<file path="src/rtl/vx_sfu_commit_arb.sv">
// vx_sfu_commit_arb
// Merges the commit streams of the SFU sub-units (CSR, warp control, ...)
// into the single SFU commit port that feeds the commit stage.
// Round-robin arbitration per packet: once an input's sop beat is granted,
// that input owns the output until its eop beat is granted. A 2-entry
// elastic buffer gives 1-cycle latency, full throughput and registered outputs.
//
// Ports:
//   clk, reset               clock, asynchronous active-high reset
//   in_valid/in_ready        per-input beat handshake
//   in_data                  per-input payload, input i at [i*DATAW +: DATAW]
//   in_sop/in_eop            packet delimiters per input
//   out_valid/out_ready      merged beat handshake
//   out_data/out_sop/out_eop merged beat payload and delimiters
//   out_sel                  source input index of the current out beat
//
// Optional macro VX_SFU_COMMIT_ARB_PERF_EN adds two saturating 44-bit
// counters: perf_stall_cycles and perf_lock_cycles.

module vx_sfu_commit_arb #(
  parameter int unsigned NUM_INPUTS = 2,
  parameter int unsigned DATAW      = 64,
  localparam int unsigned SELW      = (NUM_INPUTS > 1) ? $clog2(NUM_INPUTS) : 1
) (
  input  logic                        clk,
  input  logic                        reset,
  input  logic [NUM_INPUTS-1:0]       in_valid,
  output logic [NUM_INPUTS-1:0]       in_ready,
  input  logic [NUM_INPUTS*DATAW-1:0] in_data,
  input  logic [NUM_INPUTS-1:0]       in_sop,
  input  logic [NUM_INPUTS-1:0]       in_eop,
  output logic                        out_valid,
  input  logic                        out_ready,
  output logic [DATAW-1:0]            out_data,
  output logic                        out_sop,
  output logic                        out_eop,
  output logic [SELW-1:0]             out_sel
`ifdef VX_SFU_COMMIT_ARB_PERF_EN
  ,
  output logic [43:0]                 perf_stall_cycles,
  output logic [43:0]                 perf_lock_cycles
`endif
);

  // Buffered beat layout: {sel, sop, eop, data}
  localparam int unsigned BEATW = SELW + 2 + DATAW;
  localparam int unsigned PERFW = 44;

  // Arbitration state
  logic [SELW-1:0] rr_ptr;
  logic [SELW-1:0] locked_idx;
  logic            lock;

  // Grant signals
  logic [NUM_INPUTS-1:0] grant;
  logic [SELW-1:0]       grant_idx;
  logic                  grant_any;
  int unsigned           cand;

  // Transfer signals
  logic             buf_ready;
  logic             xfer;
  logic             xfer_sop;
  logic             xfer_eop;
  logic [DATAW-1:0] xfer_data;
  logic [SELW-1:0]  next_ptr;

  // Elastic buffer state
  logic [1:0]       count_q, count_n;
  logic [BEATW-1:0] head_q, head_n;
  logic [BEATW-1:0] skid_q, skid_n;
  logic [BEATW-1:0] beat_in;
  logic             deq;

  // Grant: locked input only, otherwise first valid input from rr_ptr
  always_comb begin
    grant     = '0;
    grant_idx = '0;
    grant_any = 1'b0;
    cand      = 0;
    if (lock) begin
      if (in_valid[locked_idx]) begin
        grant[locked_idx] = 1'b1;
        grant_idx         = locked_idx;
        grant_any         = 1'b1;
      end
    end else begin
      for (int unsigned k = 0; k < NUM_INPUTS; k++) begin
        cand = 32'(rr_ptr) + k;
        if (cand >= NUM_INPUTS) cand = cand - NUM_INPUTS;
        if (!grant_any && in_valid[cand]) begin
          grant[cand] = 1'b1;
          grant_idx   = SELW'(cand);
          grant_any   = 1'b1;
        end
      end
    end
  end

  assign buf_ready = (count_q != 2'd2);

  // in_ready depends only on buffer occupancy and grant, never on out_ready
  assign in_ready  = {NUM_INPUTS{buf_ready & ~reset}} & grant;
  assign xfer      = grant_any & buf_ready & ~reset;
  assign xfer_sop  = in_sop[grant_idx];
  assign xfer_eop  = in_eop[grant_idx];
  assign xfer_data = in_data[32'(grant_idx)*DATAW +: DATAW];
  assign next_ptr  = (grant_idx == SELW'(NUM_INPUTS - 1)) ? '0 : grant_idx + SELW'(1);
  assign beat_in   = {grant_idx, xfer_sop, xfer_eop, xfer_data};

  // Lock and round-robin pointer; a single-beat packet never sets lock
  always_ff @(posedge clk or posedge reset) begin
    if (reset) begin
      lock       <= 1'b0;
      locked_idx <= '0;
      rr_ptr     <= '0;
    end else if (xfer) begin
      if (!xfer_eop) begin
        lock       <= 1'b1;
        locked_idx <= grant_idx;
      end else begin
        lock   <= 1'b0;
        rr_ptr <= next_ptr;
      end
    end
  end

  assign deq = out_valid & out_ready;

  // Elastic buffer next state: head drives the outputs, skid holds the second entry
  always_comb begin
    head_n  = head_q;
    skid_n  = skid_q;
    count_n = count_q;
    case (count_q)
      2'd0: begin
        if (xfer) begin
          head_n  = beat_in;
          count_n = 2'd1;
        end
      end
      2'd1: begin
        if (xfer && deq) begin
          head_n = beat_in;
        end else if (xfer) begin
          skid_n  = beat_in;
          count_n = 2'd2;
        end else if (deq) begin
          count_n = 2'd0;
        end
      end
      default: begin
        if (deq) begin
          head_n = skid_q;
          if (xfer) begin
            skid_n = beat_in;
          end else begin
            count_n = 2'd1;
          end
        end
      end
    endcase
  end

  // Elastic buffer registers
  always_ff @(posedge clk or posedge reset) begin
    if (reset) begin
      count_q   <= 2'd0;
      head_q    <= '0;
      skid_q    <= '0;
      out_valid <= 1'b0;
    end else begin
      count_q   <= count_n;
      head_q    <= head_n;
      skid_q    <= skid_n;
      out_valid <= (count_n != 2'd0);
    end
  end

  assign out_sel  = head_q[BEATW-1 -: SELW];
  assign out_sop  = head_q[DATAW+1];
  assign out_eop  = head_q[DATAW];
  assign out_data = head_q[DATAW-1:0];

`ifdef VX_SFU_COMMIT_ARB_PERF_EN
  logic [NUM_INPUTS-1:0] other_valid;
  logic                  stall_evt;
  logic                  lock_evt;

  always_comb begin
    other_valid             = in_valid;
    other_valid[locked_idx] = 1'b0;
  end

  assign stall_evt = (|in_valid) & ~buf_ready;
  assign lock_evt  = lock & (|other_valid);

  // Saturating event counters
  always_ff @(posedge clk or posedge reset) begin
    if (reset) begin
      perf_stall_cycles <= '0;
      perf_lock_cycles  <= '0;
    end else begin
      if (stall_evt && (perf_stall_cycles != {PERFW{1'b1}}))
        perf_stall_cycles <= perf_stall_cycles + PERFW'(1);
      if (lock_evt && (perf_lock_cycles != {PERFW{1'b1}}))
        perf_lock_cycles <= perf_lock_cycles + PERFW'(1);
    end
  end
`endif

`ifndef SYNTHESIS
  // Malformed stream: sop must start a packet exactly when unlocked
  always_ff @(posedge clk) begin
    if (!reset && xfer) begin
      assert (xfer_sop == ~lock);
    end
  end
`endif

endmodule

</file>
<file path="config.mk">
export PLATFORM = sky130hd
export DESIGN_NAME = vx_sfu_commit_arb
export DESIGN_NICKNAME = d
export VERILOG_FILES = /design/src/rtl/vx_sfu_commit_arb.sv
export SDC_FILE = /design/constraint.sdc
export NUM_CORES = 1
export LEC_CHECK = 0
export CAP_MARGIN = 20
export CORE_UTILIZATION = 47
export DETAILED_ROUTE_END_ITERATION = 10
export PLACE_DENSITY_LB_ADDON = 0.15
export SETUP_SLACK_MARGIN = 0.15
export SLEW_MARGIN = 20
export SYNTH_ARGS = -nofsm -noshare
export SYNTH_HDL_FRONTEND = slang
export SYNTH_SLANG_ARGS = --single-unit
</file>
<file path="constraint.sdc">
create_clock -name clk -period 5.35 [get_ports clk]
set_input_delay 1.07 -clock clk [delete_from_list [all_inputs] [get_ports clk]]
set_output_delay 1.07 -clock clk [all_outputs]
set_load 0.02 [all_outputs]
</file>
==> results of run 1 <==
-- routing by layer --
metal / GRT usage (%) / vias up / wire length, um
li1: - / 2545 / -
met1: 28.3 / 2551 / 6520
met2: 37.6 / 162 / 7810
met3: 5.61 / 21 / 894
met4: 8.28 / 0 / 235
met5: 0 / - / 0
-- power by group --
| group | internal [mW] | total (mW) | switching, mW |
|---|---|---|---|
| registers | 1.58 | 1.87 | 0.297 |
| logic | 1.19 | 2.57 | 1.37 |
| clock network | 0.670 | 1.08 | 0.414 |
-- flip-flops by register name (all words and copies together) (netlist names) --
signal	cells
skid_q	67
lock	1
locked_idx	1
rr_ptr	1
out_valid	1
head_q	67
count_q	2
-- through the flow --
| stage | util, % | std cells | worst slack [ns] | power [mW] | area, um2 |
|---|---|---|---|---|---|
| floorplan | - | 614 | 0.665 | 3.52 | 6550 |
| global placement | 65.0 | 955 | 1.20 | 4.35 | 8710 |
| detailed placement | 65.0 | 955 | 1.17 | 4.48 | 8710 |
| CTS | 69.0 | 986 | 1.17 | 5.59 | 9250 |
| global route | 69.1 | 986 | 1.10 | 5.91 | 9260 |
| finish | 69.1 | 986 | 1.18 | 5.52 | 9260 |
-- cell families after synthesis --
group | Yosys count | share of synthesized area, %
flip-flops | 140 | 53.5
AND/OR/NAND/NOR | 132 | 7.70
buffers and inverters | 53 | 3.67
AO/OA/AOI/OAI | 198 | 20.2
multiplexers | 91 | 14.9
-- cell usage in the layout, fill, tap and decap left out, types with 15 or more instances in the layout --
cell             instances
nor2_1                  56
clkbuf_16               17
mux2_2                  15
o21ai_0                 67
clkdlybuf4s50_1        206
nand2_1                 71
a211oi_1                54
a21o_1                  54
mux2i_1                 66
dfrtp_1                140
-- area by class of cell --
type                       instances  area, um2
sequential                       140       3500
multi-input combinational        421       2830
inverter                           4       21.3
fill                            1037       4140
clock inverter                     7       65.1
tap                              176        220
timing repair buffer             214       2140
clock buffer                      24        482
-- final timing paths --
path / to / cells past startpoint / slack [ns]
max in group asynchronous: skid_q[43] / 4 / 2.79
worst max-delay path: in_ready[0] / 4 / 1.18
worst min register to register: head_q[24] / 1 / 0.47
worst max register to register: skid_q[15] / 5 / 2.30
worst min-delay path: head_q[24] / 1 / 0.47
min in group asynchronous: head_q[47] / 3 / 1.33
-- worst max-delay path: cells and delay by family --
kind | cells | cell delay [ns]
compound gates | 2 | 0.93
buf+inv | 2 | 1.10
==> impl_metrics.yaml, run 1 <==
grt:
  antenna_found_initial: 0
  grt_overflow: 0
  grt_max_degree: 106
  grtUsageTotal_pct: 22.6
  grt_pass1_wl_um: 25200
  grt_pass1_vias: 5126
timing:
  slew_viol_final: 0
  fmax_ghz: 0.240
  tightest_slew_ns: 1.05
  setup-violations-final: 0
  finalHoldViolCount: 0
  rsz0062_at_grt: "no"
  fin_setup_tns_ns: 0
  finalClockSkew_ns: 0.00467
  holdWs_ns: 0.472
  period_needed_ns: 4.17
  finalCritPeriodShare_pct: 77.9
  slew_headroom_pct: 30.2
cells_and_area:
  antennaDiodeCount: 0
  syn_to_final_growth_pct: 41.4
  drive_above_1_share_pct: 8.27
  final_nets: 935
pwr:
  p_leak_nw: 4.45
  ir_drop_v: 0.000270
  power.density_nw_per_um2: 597
yosys:
  syn_nets: 751
  ys_async_sr_fraction_pct: 100
  yosysWarnings: 0
  netlist_area_um2: 6550
  synth-seq-area-share_pct: 53.5
  ys_seq_elements: 140
  netlist_top_cells_count: "dfrtp_1, nand2_1, o21ai_0"
  synth_area_leaders: "dfrtp_1, mux2i_1, a211oi_1"
  synth_flop_cell: "dfrtp_1"
  ys_types: 29
  syn_inst: 614
  synth_edf_count: 0
  synth_area_leader_cell: "dfrtp_1"
  netlist.area_leader.share_pct: 53.5
  syn_area_per_cell_um2: 10.7
  synth_most_common_cell: "dfrtp_1"
place:
  port-buffer-count: 206
  hpwl_um: 10500
  gp_congestion: 0.738
clocking:
  post_cts_buffers: 0
  cts-resized-gates: 0
  cts.htree.levels: 4
  cts_tree: "built"
  cts_buffer_depth: 2
  hold_buffers: 0
  cts.sinks: 140
  clk_pin_slew_worst_paths_ns: 0.05
  clockRootBuffer: "clkbuf_16"
  cts_buffers: 17
  clk_latency_ns: 0.41
outcome:
  outcome: "finished clean"
critical_path:
  critical_path_class: "in -> out"
  start_kind: "input pin"
  cp_cell_sequence: "clkdlybuf4s50_1, a2111oi_4, o21a_1, clkdlybuf4s50_1"
  crit_top_cell: "clkdlybuf4s50_1"
  worstSetupStartpoint: "reset"
  cp-end-kind: "output port"
  cp_max_fo: 9
  cp.required_ns: 4.28
  slowest_delay_ns: 0.71
  cpMaxStageDelayCell: "a2111oi_4"
  timing.rr.start: "count_q[1]"
  arrival_ns: 3.10
floorplan:
  num_rows: 42
  coreArea_um2: 13400
  dieArea_um2: 14400
  io_pins: 207
  start_util_pct: 48.9
  dieHeight_um: 120
  die_width_um: 120
routing:
  wl_per_cell_um: 15.7
  drtAntennaViolNets: 0
  drt_iter0_markers: 280
  drtPass1Iterations: 5
  drc_errors: 0
  avgViaCountPerCell: 5.35
  via_count: 5279
  totalWireLength_um: 15500
hold_path:
  min_path_type: "reg -> reg"
  hp-start: "head_q[24]"
run:
  cap_violations: 0
No activity file was read; power rests on OpenSTA's default activity.
==> run 2: changes to the inputs <==
clock period = 4 ns   (was 5.35 ns; I/O delays follow)
==> impl_metrics.yaml, run 2 (same netlist as run 1, synthesis figures left out) <==
grt:
  grt_pass1_wl_um: 26600
  grt_overflow: 0
  grt_max_degree: 99
  grt_pass1_vias: 5532
  antenna_found_initial: 0
  grtUsageTotal_pct: 23.6
pwr:
  seq_power_share_pct: 33.1
  p_sw_mw: 2.92
  switching_share_pct: 38.3
  ir_drop_v: 0.000457
  p_leak_nw: 4.51
  finalPower_mw: 7.62
  comb_power_share_pct: 48.3
  power.density_nw_per_um2: 801
  clock_power_share_pct: 18.7
  p_int_mw: 4.70
routing:
  drtAntennaViolNets: 0
  drt_iter0_markers: 281
  drc_errors: 0
  drtPass1Iterations: 4
  totalWireLength_um: 16100
  via_count: 5335
  wl_per_cell_um: 16.3
  avgViaCountPerCell: 5.41
floorplan:
  die_width_um: 120
  coreArea_um2: 13400
  dieArea_um2: 14400
  start_util_pct: 48.9
  io_pins: 207
  dieHeight_um: 120
  num_rows: 42
timing:
  setup_slack_ns: 0.732
  fmax_ghz: 0.306
  setup-violations-final: 0
  slew_viol_final: 0
  period_needed_ns: 3.27
  rsz0062_at_grt: "no"
  finalHoldViolCount: 0
  tightest_slew_ns: 0.958
  slew_headroom_pct: 36.1
  finalCritPeriodShare_pct: 81.7
  finalClockSkew_ns: 0.00798
critical_path:
  start_kind: "input pin"
  r2r_cells: 5
  worstSetupStartpoint: "reset"
  rrSetupSlack_ns: 1.44
  cp-end-kind: "output port"
  critical_path_class: "in -> out"
  timing.critical_path.to: "in_ready[0]"
  rr_endpoint: "skid_q[58]"
  timing.rr.start: "count_q[1]"
  cp.required_ns: 3.20
  cp_max_fo: 3
  arrival_ns: 2.47
outcome:
  outcome: "finished clean"
place:
  port-buffer-count: 206
  place_inst: 959
  hpwl_um: 10800
  gp_congestion: 0.771
  place_ws_ns: 0.714
cells_and_area:
  final_common_cell: "clkdlybuf4s50_1"
  drive_above_1_share_pct: 13.9
  final_cell_mix: "clkdlybuf4s50_1, dfrtp_1, nand2_1, mux2i_1, o21ai_0"
  syn_to_final_growth_pct: 45.3
  final_core_util_pct: 71.0
  final_nets: 939
  final_cells: 987
  reg_top3: "head_q: 67 flops, skid_q: 67 flops, count_q: 2 flops"
  antennaDiodeCount: 0
clocking:
  clk_latency_ns: 0.42
  cts_buffers: 17
  cts.sinks: 140
  clockRootBuffer: "clkbuf_16"
  clk_pin_slew_worst_paths_ns: 0.05
  cts-resized-gates: 0
  post_cts_buffers: 0
  cts.htree.levels: 4
  hold_buffers: 0
  cts_buffer_depth: 2
  cts_tree: "built"
hold_path:
  min_path_type: "reg -> reg"
  hp-start: "head_q[56]"
run:
  cap_violations: 0
-- run 2: cell count changes in the layout (fill, tap and decap cells not counted), moves of 4 or more --
| cell | before | now |
|---|---|---|
| a211oi_1 | 54 | 11 |
| o21ai_0 | 67 | 63 |
| o21ai_1 | 9 | 13 |
| clkbuf_8 | 3 | 7 |
| a211oi_2 | 0 | 43 |
-- run 2: metrics by stage --
step           cell area [um2]  hold WS [ns]  TNS, ns
2_1_floorplan             6850         0.450   -35.51
3_3_place_gp              8970         0.459        0
3_5_place_dp              8970         0.465        0
4_1_cts                   9510         0.476        0
5_1_grt                   9510         0.483        0
6_report                  9510         0.470        0
-- run 2: worst max-delay path: stages --
cell             delay [ns]
clkdlybuf4s50_1        0.51
a2111oi_4              0.37
o21a_1                 0.18
clkdlybuf4s50_1        0.60
-- run 2: worst min path at each step --
stage | end | cells after the start
2_1_floorplan | skid_q[66] | 2
3_3_place_gp | head_q[42] | 1
3_5_place_dp | head_q[44] | 1
4_1_cts | head_q[44] | 1
5_1_grt | head_q[51] | 1
6_report | head_q[56] | 1
-- run 2: final cells by class --
| class | instances | area (um2) |
|---|---|---|
| Multi-Input combinational cell | 421 | 3050 |
| Sequential cell | 140 | 3500 |
| Inverter | 4 | 21.3 |
| Clock buffer | 27 | 533 |
| Timing Repair Buffer | 218 | 2180 |
| Fill cell | 989 | 3890 |
| Clock inverter | 1 | 5.00 |
| Tap cell | 176 | 220 |
-- run 2: power by group through the flow --
stage	Clock, mW	Sequential [mW]	Combinational [mW]
after CTS	1.45	2.52	3.73
final	1.42	2.52	3.68
after global placement	0	2.49	3.59
after global routing	1.52	2.60	4.00
after detailed placement	0	2.53	3.71
after floorplan	0	2.84	2.17
-- run 2: metal layers --
layer	part of all wire (%)	GRT usage [%]	wire [um]	vias to the layer above
li1	-	-	-	2543
met1	43	29.7	6970	2610
met2	49	38.5	7850	167
met3	6.3	6.51	1010	15
met4	1.4	8.75	232	0
met5	0	0	0	-
